===== src/rtl/jacaranda_mem_pkg.sv =====
// jacaranda_mem_pkg: bridge state encoding and default command bytes
package jacaranda_mem_pkg;
    typedef enum logic [2:0] {IDLE, ADDR, LEN, WDATA, RDATA} state_t;
    localparam logic [7:0] DEF_CMD_WRITE = 8'h57;
    localparam logic [7:0] DEF_CMD_READ = 8'h52;
endpackage


===== src/rtl/mem_bridge.sv =====
// mem_bridge: byte-stream command bridge (cmd, addr, len, data) to a sync-write/async-read memory
module mem_bridge
    import jacaranda_mem_pkg::*;
#(
    parameter logic [7:0] CMD_WRITE = DEF_CMD_WRITE,
    parameter logic [7:0] CMD_READ = DEF_CMD_READ
) (
    input  logic       clock,
    input  logic       reset,
    input  logic [7:0] rx_data,
    input  logic       rx_valid,
    output logic       rx_ready,
    output logic [7:0] tx_data,
    output logic       tx_valid,
    input  logic       tx_ready,
    output logic [7:0] mem_addr,
    output logic [7:0] mem_w_data,
    output logic       mem_w_en,
    input  logic [7:0] mem_r_data,
    output logic       busy,
    output logic       done,
    output logic       err
);
    state_t state;
    logic is_read;
    logic [8:0] count;
    logic rx_beat;
    assign rx_ready = state != RDATA;
    assign busy = state != IDLE;
    assign rx_beat = rx_valid && rx_ready;
    always_ff @(posedge clock) begin
        if (reset) begin
            state <= IDLE;
            is_read <= 1'b0;
            count <= 9'd0;
            mem_addr <= 8'h00;
            mem_w_data <= 8'h00;
            mem_w_en <= 1'b0;
            tx_data <= 8'h00;
            tx_valid <= 1'b0;
            done <= 1'b0;
            err <= 1'b0;
        end else begin
            done <= 1'b0;
            err <= 1'b0;
            mem_w_en <= 1'b0;
            // the address advances once the write pulse presenting it has completed
            if (mem_w_en)
                mem_addr <= mem_addr + 8'd1;
            case (state)
                IDLE: if (rx_beat) begin
                    if (rx_data == CMD_WRITE || rx_data == CMD_READ) begin
                        state <= ADDR;
                        is_read <= rx_data == CMD_READ;
                    end else
                        err <= 1'b1;
                end
                ADDR: if (rx_beat) begin
                    mem_addr <= rx_data;
                    state <= LEN;
                end
                LEN: if (rx_beat) begin
                    count <= {rx_data == 8'd0, rx_data};
                    state <= is_read ? RDATA : WDATA;
                end
                WDATA: if (rx_beat) begin
                    mem_w_data <= rx_data;
                    mem_w_en <= 1'b1;
                    count <= count - 9'd1;
                    if (count == 9'd1) begin
                        state <= IDLE;
                        done <= 1'b1;
                    end
                end
                RDATA: if (!tx_valid || tx_ready) begin
                    if (count != 9'd0) begin
                        tx_data <= mem_r_data;
                        tx_valid <= 1'b1;
                        mem_addr <= mem_addr + 8'd1;
                        count <= count - 9'd1;
                    end else if (tx_valid) begin
                        tx_valid <= 1'b0;
                        state <= IDLE;
                        done <= 1'b1;
                    end
                end
                default: state <= IDLE;
            endcase
        end
    end
endmodule


===== config.mk =====
export PLATFORM = sky130hd
export DESIGN_NAME = mem_bridge
export DESIGN_NICKNAME = d
export VERILOG_FILES = /design/src/rtl/jacaranda_mem_pkg.sv /design/src/rtl/mem_bridge.sv
export SDC_FILE = /design/constraint.sdc
export NUM_CORES = 1
export LEC_CHECK = 0
export CELL_PAD_IN_SITES_DETAIL_PLACEMENT = 1
export CELL_PAD_IN_SITES_GLOBAL_PLACEMENT = 1
export CORE_MARGIN = 2
export CORE_UTILIZATION = 37
export DETAILED_ROUTE_END_ITERATION = 10
export GPL_TIMING_DRIVEN = 0
export MAX_ROUTING_LAYER = met4
export PLACE_DENSITY = 0.83
export SLEW_MARGIN = 30
export SYNTH_ARGS = -nofsm -noshare
export SYNTH_HDL_FRONTEND = slang
export SYNTH_SLANG_ARGS = --single-unit

===== constraint.sdc =====
create_clock -name clock -period 2.12 [get_ports clock]
set_clock_uncertainty 0.15 [all_clocks]
set_input_delay 0.424 -clock clock [delete_from_list [all_inputs] [get_ports clock]]
set_output_delay 0.424 -clock clock [all_outputs]
set_load 0.05 [all_outputs]

==> results.sh <==
export IMPL_grt_ovfl_total=0
export IMPL_cp_cell_sequence="clkdlybuf4s50_1"
export IMPL_fin_util_pct=50.42
export IMPL_synth_top_area_share_pct=33.85
export IMPL_place_hpwl_mm=6.166
export IMPL_h_tree_depth=2
export IMPL_cp_end_kind="primary output"
export IMPL_num_antenna_cells=0
export IMPL_worstPathRequired_ns=1.55
export IMPL_die_h_um=84.96
export IMPL_port_buffers=47
export IMPL_ys_warn_count=0
export IMPL_grt_util_all_layers_pct=25.50
export IMPL_start_kind="register"
export IMPL_cts_buffers=5
export IMPL_async_reset_ff_share_pct=0
export IMPL_clk_pin_slew_ns=0.09
export IMPL_cts_hold_fix_buffers=0
export IMPL_via_count=2619
export IMPL_slew_viol_final=0
export IMPL_drc_errors=0
export IMPL_first_global_vias=2753
export IMPL_cp_top_family="buffers and inverters"
export IMPL_power_leakage_nw=1.149
export IMPL_syn_inst=308
export IMPL_die_w_um=84.96
export IMPL_grt_max_degree=15
export IMPL_io_pins=50
export IMPL_syn_nets=332
export IMPL_dpl_instance_area_um2=2992
export IMPL_cts_buffer_depth=2
export IMPL_final_common_cell="nand2_1"
export IMPL_synthFlopType="dfxtp_1"
export IMPL_layout_common_cells="nand2_1, dfxtp_1, clkdlybuf4s50_1"
export IMPL_maxCapViolations=0
export IMPL_worst_setup_path_type="reg -> out"
export IMPL_wl_mm=8.684
export IMPL_cts_root_buf="clkbuf_8"
export IMPL_area_delta_synth_final_pct=32.04
export IMPL_critPathMaxStageDelay_ns=0.81
export IMPL_core_area_um2=6350
export IMPL_synth_seq_cells=41
export IMPL_fillerInstances=776
export IMPL_rows=29
export IMPL_cts_tree="yes"
export IMPL_arrival_ns=1.48
export IMPL_routedWlPerCell_um=19.65
export IMPL_grt_pass1_wl_mm=14.21
export IMPL_synth_edf_count=0
export IMPL_vias_per_cell=5.925
export IMPL_start_util_pct=38.19
export IMPL_path_buf_inv=1
export IMPL_dieArea_um2=7217
export IMPL_place_congestion=0.9186
export IMPL_rsz0062_at_grt="no"
export IMPL_synthDistinctLibCells=57
export IMPL_design_area_um2=3202
export IMPL_antenna_left=0
export IMPL_seq_area_frac_synth_pct=33.85
export IMPL_setup_viol=0
export IMPL_cp_slowest_cell="clkdlybuf4s50_1"
export IMPL_netlist_area_um2=2425
export IMPL_firstDrtPassIters=4
export IMPL_slew_limit_headroom_pct=58.58
export IMPL_min_period_ns=2.058
export IMPL_antenna_found_initial=0
export IMPL_cts_num_sinks=41
export IMPL_nets=388
export IMPL_max_freq_mhz=485.9
export IMPL_outcome="completed"
export IMPL_synth_top_area_cell="dfxtp_1"
export IMPL_peakVddDrop_mv=0.3278
export IMPL_insertion_delay_ns=0.31
export IMPL_synthTopCellsByArea="dfxtp_1, nand2_1, a21oi_1"
export IMPL_worst_slew_pin_slew_ns=0.6156
export IMPL_min_period_over_period_pct=97.07
export IMPL_critPathMaxFanout=2
export IMPL_syn_area_per_cell_um2=7.873
export IMPL_drive_gt1_share_pct=11.51
export IMPL_drtIter0Drc=177
export IMPL_worst_hold_path_type="reg -> reg"
export IMPL_hold_violations=0
export IMPL_power_density_nw_per_um2=581.9
[power breakdown]
part / total [mW] / internal, mW / switching [mW]
sequential: 0.798 / 0.783 / 0.0148
combinational: 0.270 / 0.105 / 0.164
clock: 0.796 / 0.475 / 0.321
total: 1.86 / 1.36 / 0.500
[stage by stage]
step	setup WS [ns]	setup TNS (ns)	power [mW]	hold WS, ns	cells
after floorplan	0.07335	0	0.9749	0.3169	308
after global placement	-0.5338	-9.938	1.072	0.2927	432
after detailed placement	-0.5452	-11.82	1.079	0.3007	432
after CTS	0.001926	0	1.860	0.3136	443
after global routing	0.0009053	0	1.937	0.3359	442
final	0.06217	0	1.863	0.3069	442
[synth_stat cells, types with 3 or more instances]
cell      instances
or4_1             4
buf_2             4
buf_1             3
ha_1              4
o21ai_0           5
nand2_1          52
inv_1             7
a22oi_1           6
nand4_1           7
dfxtp_1          41
nor2_1           11
nor4_1            4
nand3_1           6
nand2b_1          9
o32ai_1           7
o211ai_1          5
mux2i_1           5
xnor2_1           4
clkbuf_1         14
a21oi_1          29
nor2b_1           4
or3_1             4
a31oi_1          13
and3_1            7
nor3_1           12
nor3b_1           4
[timing repair]
action                     in CTS  in global routing
buffers inserted                3                  0
cloned                          0                  0
setup endpoints to repair      41                 35
gates resized for setup        18                 17
pin swaps                       1                  1
[state kept, by name, summed over array words and instances, names as in the netlist]
signal,flops
tx_valid,1
mem_w_data,8
mem_w_en,1
state,3
mem_addr,8
is_read,1
count,9
err,1
tx_data,8
done,1
[layer usage]
metal	part of all wire (%)	global-route usage, %	wire length, µm
met5	0	-	0
met4	1.8	9.524	158
met3	6.1	4.280	529
met2	49	39.99	4222
met1	43	32.99	3774
[logic make-up (layout without fill, tap and decap cells)]
| family | Yosys count | count (layout) | share of synthesized area (%) |
|---|---|---|---|
| AOI/OAI and AO/OA | 85 | 85 | 24.10 |
| DFF | 41 | 41 | 33.85 |
| and+or+nand+nor | 135 | 135 | 29.82 |
| muxes | 6 | 6 | 2.528 |
| adders and majority gates | 4 | 4 | 2.064 |
| xor gates and xnor gates | 6 | 6 | 2.167 |
| buffers and inverters | 31 | 88 | 5.470 |
[cell type report]
cell class	count	area, µm²	share of cell area (%)
Clock inverter	3	68.82	2.149
Timing Repair Buffer	50	488.0	15.24
Sequential cell	41	824.5	25.75
Clock buffer	5	68.82	2.149
Inverter	8	32.53	1.016
Buffer	22	105.1	3.283
Tap cell	77	96.34	3.009
Multi-Input combinational cell	236	1518	47.40
[worst min-delay path: stages, from the launching register on]
cell and delay (ns):
dfxtp_1 0.31, nand2_1 0.05, a21oi_1 0.05
[worst paths after layout]
kind	startpoint	cells after the start	slack, ns	to
min	tx_data[2]$_SDFFE_PP0P_	2	0.31	tx_data[2]$_SDFFE_PP0P_
max	mem_w_data[0]$_SDFFE_PP0P_	1	0.06	mem_w_data[0]
max reg2reg	count[5]$_SDFFE_PP0P_	5	0.10	mem_addr[1]$_SDFF_PP0_
min reg2reg	tx_data[2]$_SDFFE_PP0P_	2	0.31	tx_data[2]$_SDFFE_PP0P_
Power figures use the tool's default switching activity.
